## src/rtl/baud_pkg.sv

```systemverilog
// baud_pkg: shared constants, helpers and state type for the baud tick generator.
//   CLK_HZ      nominal system clock (12 MHz)
//   DIV_*       ready-made divisors for common baud rates at CLK_HZ
//   baud_div()  rounded clk-cycles-per-bit for an arbitrary clock/baud pair
//   baud_state_e  IDLE / RUN
package baud_pkg;

  localparam int unsigned CLK_HZ     = 12000000;
  localparam int unsigned DIV_9600   = 1250;
  localparam int unsigned DIV_19200  = 625;
  localparam int unsigned DIV_115200 = 104;

  typedef enum logic [0:0] {
    IDLE = 1'b0,
    RUN  = 1'b1
  } baud_state_e;

  // Round to nearest: adding half the baud rate before dividing.
  function automatic int unsigned baud_div(input int unsigned clk_hz, input int unsigned baud);
    if (baud == 0) begin
      return 0;
    end
    return (clk_hz + baud / 2) / baud;
  endfunction

endpackage

```

## src/rtl/baud_ovs_acc.sv

```systemverilog
// baud_ovs_acc: fractional accumulator producing OVS evenly spread pulses per
// bit period of `div` clock cycles.
// Ports:
//   clk, rst_n  clock, asynchronous active-low reset
//   run         accumulate this cycle; low clears the accumulator and the tick
//   clr         clear the accumulator at this edge (bit wrap); tick still decided
//   div         current divisor (cycles per bit), assumed >= OVS
//   tick        registered one-cycle oversampling pulse
module baud_ovs_acc #(
  parameter int DIV_W = 16,
  parameter int OVS   = 16
) (
  input  logic             clk,
  input  logic             rst_n,
  input  logic             run,
  input  logic             clr,
  input  logic [DIV_W-1:0] div,
  output logic             tick
);

  localparam logic [DIV_W:0] OVS_STEP = (DIV_W+1)'(OVS);

  // One extra bit: acc < div and OVS <= div, so acc + OVS < 2*div fits.
  logic [DIV_W:0] acc_reg;
  logic [DIV_W:0] acc_next;
  logic [DIV_W:0] sum;
  logic [DIV_W:0] div_ext;
  logic           tick_reg;
  logic           tick_next;

  assign div_ext = {1'b0, div};

  always_comb begin
    sum       = acc_reg + OVS_STEP;
    acc_next  = '0;
    tick_next = 1'b0;
    if (run) begin
      if (sum >= div_ext) begin
        tick_next = 1'b1;
        acc_next  = sum - div_ext;
      end else begin
        acc_next  = sum;
      end
      // At the bit wrap the accumulator is already back at zero for a
      // consistent divisor; clearing keeps phase exact across divisor changes.
      if (clr) begin
        acc_next = '0;
      end
    end
  end

  always_ff @(posedge clk or negedge rst_n) begin
    if (!rst_n) begin
      acc_reg  <= '0;
      tick_reg <= 1'b0;
    end else begin
      acc_reg  <= acc_next;
      tick_reg <= tick_next;
    end
  end

  assign tick = tick_reg;

endmodule

```

## src/rtl/baud_tick_gen.sv

```systemverilog
// baud_tick_gen: runtime-programmable baud tick generator.
// Ports:
//   clk, rst_n  clock, asynchronous active-low reset
//   enable      run request; low returns to IDLE and clears the bit counter
//   restart     realign phase: bit counter and accumulator restart at 0
//   div_in      new divisor (clk cycles per bit), clamped to >= max(OVS,2)
//   div_load    one-cycle strobe capturing div_in as the pending divisor
//   tick_mid    pulse at mid-bit (cnt == div_cur>>1)
//   tick_end    pulse on the last cycle of each bit
//   tick_ovs    OVS evenly spread pulses per bit
//   running     high while in RUN
//   div_cur     divisor currently in effect
//   div_err     (only when BAUD_ERR_EN is defined) sticky "last load was clamped"
// A pending divisor is applied only at a bit boundary (wrap, restart) or while
// idle, so a bit is never shortened or stretched. DEF_DIV is expected >= OVS.
module baud_tick_gen
  import baud_pkg::*;
#(
  parameter int DIV_W   = 16,
  parameter int DEF_DIV = DIV_9600,
  parameter int OVS     = 16
) (
  input  logic             clk,
  input  logic             rst_n,
  input  logic             enable,
  input  logic             restart,
  input  logic [DIV_W-1:0] div_in,
  input  logic             div_load,
  output logic             tick_mid,
  output logic             tick_end,
  output logic             tick_ovs,
  output logic             running,
  output logic [DIV_W-1:0] div_cur
`ifdef BAUD_ERR_EN
  ,
  output logic             div_err
`endif
);

  localparam logic [DIV_W-1:0] MIN_DIV  = DIV_W'((OVS > 2) ? OVS : 2);
  localparam logic [DIV_W-1:0] RST_DIV  = DIV_W'(DEF_DIV);
  localparam logic [DIV_W-1:0] CNT_ONE  = DIV_W'(1);

  baud_state_e      state_reg, state_next;
  logic [DIV_W-1:0] cnt_reg, cnt_next;
  logic [DIV_W-1:0] div_cur_reg, div_cur_next;
  logic [DIV_W-1:0] div_pend_reg, div_pend_next;
  logic             pend_v_reg, pend_v_next;
  logic             run_st;
  logic             wrap;
  logic             apply_pend;
  logic [DIV_W-1:0] div_clamped;

  assign run_st      = (state_reg == RUN);
  assign wrap        = run_st && (cnt_reg == div_cur_reg - CNT_ONE);
  assign div_clamped = (div_in < MIN_DIV) ? MIN_DIV : div_in;

  always_comb begin
    state_next    = state_reg;
    cnt_next      = cnt_reg;
    div_cur_next  = div_cur_reg;
    div_pend_next = div_pend_reg;
    pend_v_next   = pend_v_reg;
    apply_pend    = 1'b0;
    case (state_reg)
      IDLE: begin
        cnt_next   = '0;
        apply_pend = 1'b1;
        if (enable) begin
          state_next = RUN;
        end
      end
      RUN: begin
        if (!enable) begin
          // Abandon the bit in progress; the pending divisor waits for IDLE.
          state_next = IDLE;
          cnt_next   = '0;
        end else if (restart || wrap) begin
          cnt_next   = '0;
          apply_pend = 1'b1;
        end else begin
          cnt_next   = cnt_reg + CNT_ONE;
        end
      end
      default: state_next = IDLE;
    endcase
    // Apply the old pending value first so that a load on the same edge
    // stays pending for the next boundary.
    if (apply_pend && pend_v_reg) begin
      div_cur_next = div_pend_reg;
      pend_v_next  = 1'b0;
    end
    if (div_load) begin
      div_pend_next = div_clamped;
      pend_v_next   = 1'b1;
    end
  end

  always_ff @(posedge clk or negedge rst_n) begin
    if (!rst_n) begin
      state_reg    <= IDLE;
      cnt_reg      <= '0;
      div_cur_reg  <= RST_DIV;
      div_pend_reg <= RST_DIV;
      pend_v_reg   <= 1'b0;
    end else begin
      state_reg    <= state_next;
      cnt_reg      <= cnt_next;
      div_cur_reg  <= div_cur_next;
      div_pend_reg <= div_pend_next;
      pend_v_reg   <= pend_v_next;
    end
  end

  // The accumulator only advances on edges where RUN continues without a
  // realign, so leaving RUN or restarting never emits a stray tick_ovs.
  baud_ovs_acc #(
    .DIV_W (DIV_W),
    .OVS   (OVS)
  ) u_ovs_acc (
    .clk   (clk),
    .rst_n (rst_n),
    .run   (run_st && enable && !restart),
    .clr   (wrap),
    .div   (div_cur_reg),
    .tick  (tick_ovs)
  );

  assign tick_mid = run_st && (cnt_reg == (div_cur_reg >> 1));
  assign tick_end = wrap;
  assign running  = run_st;
  assign div_cur  = div_cur_reg;

`ifdef BAUD_ERR_EN
  logic div_err_reg;

  always_ff @(posedge clk or negedge rst_n) begin
    if (!rst_n) begin
      div_err_reg <= 1'b0;
    end else if (div_load) begin
      div_err_reg <= (div_in < MIN_DIV);
    end
  end

  assign div_err = div_err_reg;
`endif

endmodule

```

## config.mk

```make
export PLATFORM = sky130hd
export DESIGN_NAME = baud_tick_gen
export DESIGN_NICKNAME = d
export VERILOG_FILES = /design/src/rtl/baud_pkg.sv /design/src/rtl/baud_ovs_acc.sv /design/src/rtl/baud_tick_gen.sv
export SDC_FILE = /design/constraint.sdc
export NUM_CORES = 1
export LEC_CHECK = 0
export ABC_AREA = 1
export BUFFER_PORTS_ARGS = -buffer_cell sky130_fd_sc_hd__buf_2
export CORE_MARGIN = 2
export CORE_UTILIZATION = 50
export DETAILED_ROUTE_END_ITERATION = 10
export MAX_ROUTING_LAYER = met4
export PLACE_DENSITY = 0.83
export SLEW_MARGIN = 5
export SYNTH_ARGS = -nofsm -noshare
export SYNTH_HDL_FRONTEND = slang
export SYNTH_HIERARCHICAL = 1
export SYNTH_SLANG_ARGS = --single-unit
```

## constraint.sdc

```tcl
create_clock -name clk -period 2.3 [get_ports clk]
set_clock_uncertainty 0.05 [all_clocks]
set_input_delay 0.23 -clock clk [delete_from_list [all_inputs] [get_ports clk]]
set_output_delay 0.23 -clock clk [all_outputs]
set_load 0.1 [all_outputs]
```

=== Word-level counts from Yosys, hierarchy flattened ===
Index checks and enable logic that the tools add are counted.

* Memories kept: 0
* Output and inout bits: 20
* Input bits: 21
* Register bits after elaboration: 68
* RAM bits: 0
* ROM bits: 0
* Bits in latches: 0

* Reductions and logical operators: 8
* Multiplexer cells: 15
* Multiply operators: 0
* Div/mod/pow operators: 0
* Bitwise operators: 1
* Equality and inequality tests: 2
* $lt $le $gt $ge: 2
* Shift operators: 0
* Add/subtract/negate cells: 4

{| class="wikitable"
|+ Operators with widths
! cell !! number
|-
| two-way mux 17 bit || 3
|-
| two-way mux 16 bit || 3
|-
| one-hot mux 16 bit (2 select lines) || 1
|-
| adder 17 x 5 -> 17 bit, second input constant || 1
|-
| greater-or-equal comparator 17 x 16 -> 1 bit || 1
|-
| subtractor 17 x 16 -> 17 bit || 1
|-
| adder 16 x 1 -> 16 bit, second input constant || 1
|-
| == test 16 x 15 -> 1 bit || 1
|-
| == test 16 bit || 1
|-
| less-than comparator 16 x 5 -> 1 bit, second input constant || 1
|-
| subtractor 16 x 1 -> 16 bit, second input constant || 1
|-
| two-way mux 1 bit || 7
|-
| logical AND 1 bit || 5
|-
| one-hot mux 1 bit (2 select lines) || 1
|-
| nonzero test 2 bit || 1
|-
| zero test 1 bit || 1
|-
| logical OR 1 bit || 1
|-
| inverter 1 bit || 1
|}

=== Longest topological paths before layout ===
* Depth after elaboration: 10
* Gate-level depth with buffers: 19
* Gate-level depth less buffers: 19

=== Cells and area by module ===
The synthesis kept the hierarchy.

{| class="wikitable"
|+ By module, submodules not included
! module !! times used !! cells each !! area an instance (um^2)
|-
| baud_tick_gen || 1 || 411 || 3029.2
|-
| baud_ovs_acc || 1 || 334 || 2073.2
|}

=== Least setup slack after synthesis ===
Ideal clock, no wire load.

* Kind: flip-flop to flip-flop
* From: register div_cur_reg[0] (netlist: div_cur[0])
* To: register u_ovs_acc.acc_reg[0]
* Stages on the path, launching flop included: 16
* Slack: -4094 ps
* Path buffers: 1
* Data arrival time: 6221 ps
* Cell sequence: dfrtp_1 inv_1 ha_1 inv_1 nand2_1 nand2_1 xor2_1 nand2_1 nand3b_1 nor2_1 nand2_1 nor4_1 nor2_1 clkbuf_1 nand3b_1 nand2_1

* Word-level cells in the longest chain between the ends: 5
* Elaborated cells between the ends (all ways): 8

{| class="wikitable"
|+ RTL lines
! what !! RTL line !! text
|-
| start: declaration || baud_tick_gen.sv:46 || <nowiki>logic [DIV_W-1:0] div_cur_reg, div_cur_next;</nowiki>
|-
| start signal: assignment || baud_tick_gen.sv:109 || <nowiki>div_cur_reg <= div_cur_next;</nowiki>
|-
| subtractor 16 x 1 -> 16 bit || baud_tick_gen.sv:55 || <nowiki>assign wrap = run_st && (cnt_reg == div_cur_reg - CNT_ONE);</nowiki>
|-
| == test 16 bit || baud_tick_gen.sv:55 ||
|-
| logical AND 1 bit || baud_tick_gen.sv:55 ||
|-
| net tick_end || baud_tick_gen.sv:30 || <nowiki>output logic tick_end,</nowiki>
|-
| two-way mux 17 bit || baud_ovs_acc.sv:46 || <nowiki>if (clr) begin</nowiki>
|-
| two-way mux 17 bit || baud_ovs_acc.sv:37 || <nowiki>if (run) begin</nowiki>
|-
| end signal: assignment || baud_ovs_acc.sv:57 || <nowiki>acc_reg <= acc_next;</nowiki>
|-
| end: declaration || baud_ovs_acc.sv:24 || <nowiki>logic [DIV_W:0] acc_reg;</nowiki>
|}

The timed path passes the listed nets, and every way through them passes these cells.
A chain may end at the register's enable or synchronous reset.

=== Final worst setup path ===
* From: register div_cur_reg[1] (netlist: div_cur[1])
* To: output port tick_end

* Word-level cells in the longest chain between the ends: 3

{| class="wikitable"
|+ RTL lines
! what !! RTL line
|-
| subtractor 16 x 1 -> 16 bit || baud_tick_gen.sv:55
|-
| == test 16 bit || baud_tick_gen.sv:55
|-
| logical AND 1 bit || baud_tick_gen.sv:55
|-
| end: declaration || baud_tick_gen.sv:30
|}

No other way between the ends.

==> flow_summary.json <==
{
  "via_per_inst": 5.84,
  "internal_power_mw": 2.89,
  "crit_start": "div_cur[1]",
  "period_share_pct": 130,
  "gp_congestion": 0.980,
  "slew_headroom_pct": 17.5,
  "cts.htree.levels": 3,
  "worstHoldStart": "div_in[7]",
  "coreArea_um2": 9820,
  "drc": 0,
  "synth.avg_cell_area_um2": 6.85,
  "rows": 36,
  "tightest_slew_ps": 1240,
  "synthesis.area_um2": 5100,
  "holdWs_ps": 27.8,
  "p_clk_share_pct": 24.7,
  "critPathArrivalTime_ps": 2710,
  "place_hpwl_um": 11200,
  "ir_worst_vdd_mv": 0.550,
  "power_frac_comb_pct": 46.2,
  "drtPass1Iterations": 5,
  "cts_tree": "yes",
  "yosysWarnings": 6,
  "syn-instance-count": 745,
  "overflow": 0,
  "yosysUniqueCellTypes": 41,
  "crit-reg2reg-launch": "u_ovs_acc/acc_reg[4]",
  "crit_path_start_kind": "register",
  "drt_iter0_markers": 636,
  "grt_pass1_vias": 5948,
  "root_buffer": "clkbuf_8",
  "crit_slowest_cell": "dfstp_4",
  "setup_viol": 53,
  "synth_fp_nets": 786,
  "clk_pin_slew_ps": 80,
  "end_kind": "output port",
  "port_buffers": 40,
  "cp_max_fo": 4,
  "critPathRequiredTime_ps": 2020,
  "violations": "setup timing",
  "ys_seq_area_share_pct": 33.6,
  "path_cells": "inv_4 -> ha_4 -> inv_2 -> nand2_2 -> nand2_1 -> xor2_1 -> nand2_1 -> nand3b_1 -> nor2_1 -> nand2_1 -> nor4_4 -> buf_4 -> buf_12",
  "outcome": "finished with violations",
  "p_leak_nw": 3.85,
  "worst_path_most_repeated_cell": "nand2_1",
  "grt_pass1_wl_um": 28900,
  "max-cap-violations": 0,
  "switching_power_mw": 2.09,
  "die_y_um": 105,
  "n_antenna_cell": 0,
  "cts_buffer_depth": 2,
  "pwr-share-seq_pct": 29.1,
  "finalWorstSetupSlack_ps": -690,
  "wl_per_cell_um": 18.5,
  "die-area_um2": 11000,
  "drv_slew": 0,
  "cts_sinks": 68,
  "utilization_pct": 77.6,
  "antenna_found_initial": 0,
  "synth_seq_cells": 68,
  "power_density_nw_per_um2": 653,
  "io_pins": 41,
  "fmaxAchievable_ghz": 0.334,
  "vias": 6230,
  "grt_setup_unrepaired": "yes",
  "largest_register_ffs": 17,
  "nNetsFinal": 970,
  "clkLatencyLatePin_ps": 350,
  "grt_max_degree": 37,
  "routed_wl_um": 19700,
  "drive_above_1_share_pct": 38.5,
  "grt.total_usage_pct": 34.1,
  "syn2layout_area_growth_pct": 49.3,
  "initial_utilization_pct": 52.0,
  "path_class": "register to output port",
  "min_period_ps": 2990,
  "hold_violations": 0,
  "drtAntennaViolNets": 0,
  "min_path_type": "input port to register",
  "numCtsBuffers": 9,
  "switching_share_pct": 41.9,
  "die_w_um": 105,
  "max_stage_delay_ps": 640
}
==> cell usage in the layout (no fill, tap or decap), drive strengths merged, types with 3 or more instances in the layout <==
cell     instances
nand3           79
nor3             9
nor2            90
buf            181
xnor2           15
o22ai            6
nand3b          14
dfstp           10
a31oi            3
xor2            24
clkbuf          11
o2111ai          3
bufinv           3
nand4            4
nand2          254
a21oi           16
nor4             9
dfrtp           58
ha              19
o21ai            9
clkinv           3
inv             99
==> stage by stage <==
stage	area [um^2]	worst slack [ps]	setup TNS (ps)	std cells	total power [mW]
final	7620	-690	-21840	1067	4.97
after floorplan	5240	-1240	-23440	745	2.61
after global routing	7620	-820	-27630	1067	5.17
after global placement	6450	-268	-5960	1022	3.26
after CTS	7280	-465	-12530	1060	4.71
after detailed placement	6450	-376	-8820	1022	3.30
==> metal layers <==
layer	wire length [um]	global-route usage, %
met1	7160	40.3
met2	9310	55.9
met3	2000	7.49
met4	1260	15.2
met5	0	-
==> power by group through the flow <==
| stage | registers, mW | logic (mW) | clock network, mW |
|---|---|---|---|
| final | 1.45 | 2.30 | 1.23 |
| after detailed placement | 1.43 | 1.87 | 0 |
| after global routing | 1.45 | 2.44 | 1.28 |
| after floorplan | 1.77 | 0.842 | 0 |
| after CTS | 1.42 | 2.06 | 1.23 |
| after global placement | 1.43 | 1.84 | 0 |
==> repair_timing <==
action | in CTS | in global routing
hold endpoints to repair | 59 | 0
setup buffers | 16 | 7
hold buffers | 2 | 0
pin swaps | 54 | 37
gates resized for setup | 84 | 59
gates cloned | 5 | 0
setup endpoints to repair | 38 | 53
==> cell families (layout without fill, tap and decap cells) <==
family / Yosys count / in the layout / synth area share [%]
adders and majority gates: 20 / 20 / 5.05
and+or+nand+nor: 461 / 463 / 40.6
DFF: 68 / 68 / 33.6
xor gates and xnor gates: 39 / 39 / 6.69
buffers and inverters: 114 / 301 / 8.97
AOI/OAI and AO/OA: 43 / 43 / 5.08
==> layout make-up <==
type	count	area (um^2)
multi-input cells	565	3560
fillers	607	2200
flip-flops and latches	68	1750
repair buffers	184	1520
inverters	101	382
well taps	133	166
clock buffers	10	128
clock inverters	6	114
==> path summary, 6_finish.rpt <==
path	slack [ps]	depth (start not counted)	to
min in group asynchronous	400	3	div_pend_reg[15]
min	30	3	div_pend_reg[7]
max in group asynchronous	1440	3	div_pend_reg[5]
min reg2reg	420	2	div_pend_reg[5]
max reg2reg	-600	18	u_ovs_acc/acc_reg[5]
max	-690	13	tick_end
==> worst max-delay path, delay by kind of cell (launching register included) <==
family | cells | cell delay, ps
adder cells (fa/ha/maj) | 1 | 180
buffers and inverters | 4 | 460
flip-flops | 1 | 640
XOR/XNOR | 1 | 150
AND/OR/NAND/NOR | 7 | 910
==> cell usage after synthesis <==
master,instances,share of area [%]
nor4_1,9,1.1
a221o_1,1,0.20
nor3_1,9,0.88
clkinv_1,2,0.15
nor2_1,78,5.7
a2111oi_0,1,0.17
inv_1,93,6.8
xor2_1,24,4.1
buf_2,3,0.29
nand4_1,4,0.49
dfrtp_1,58,28
o2111ai_1,3,0.52
buf_6,3,0.66
nand3_4,1,0.34
fa_1,1,0.39
inv_2,6,0.44
ha_1,19,4.7
dfstp_2,10,5.1
nor3b_1,2,0.29
a21oi_1,16,1.6
o21ai_0,5,0.49
buf_4,1,0.15
nand2_4,2,0.44
nand3_2,5,0.98
or2_2,1,0.12
o22ai_1,6,0.74
nor4b_1,1,0.17
nor2_2,7,0.86
xnor2_1,15,2.6
nand2_8,1,0.39
nor2_4,4,0.88
nand2_1,244,18
nand3_1,73,7.2
o221ai_1,1,0.17
clkbuf_1,6,0.44
nand3b_1,14,2.1
a31oi_1,3,0.37
nand2_2,6,0.74
o21bai_1,2,0.29
o21ai_1,4,0.39
a221oi_1,1,0.17
Note: power is estimated with default switching activity, not from simulation.
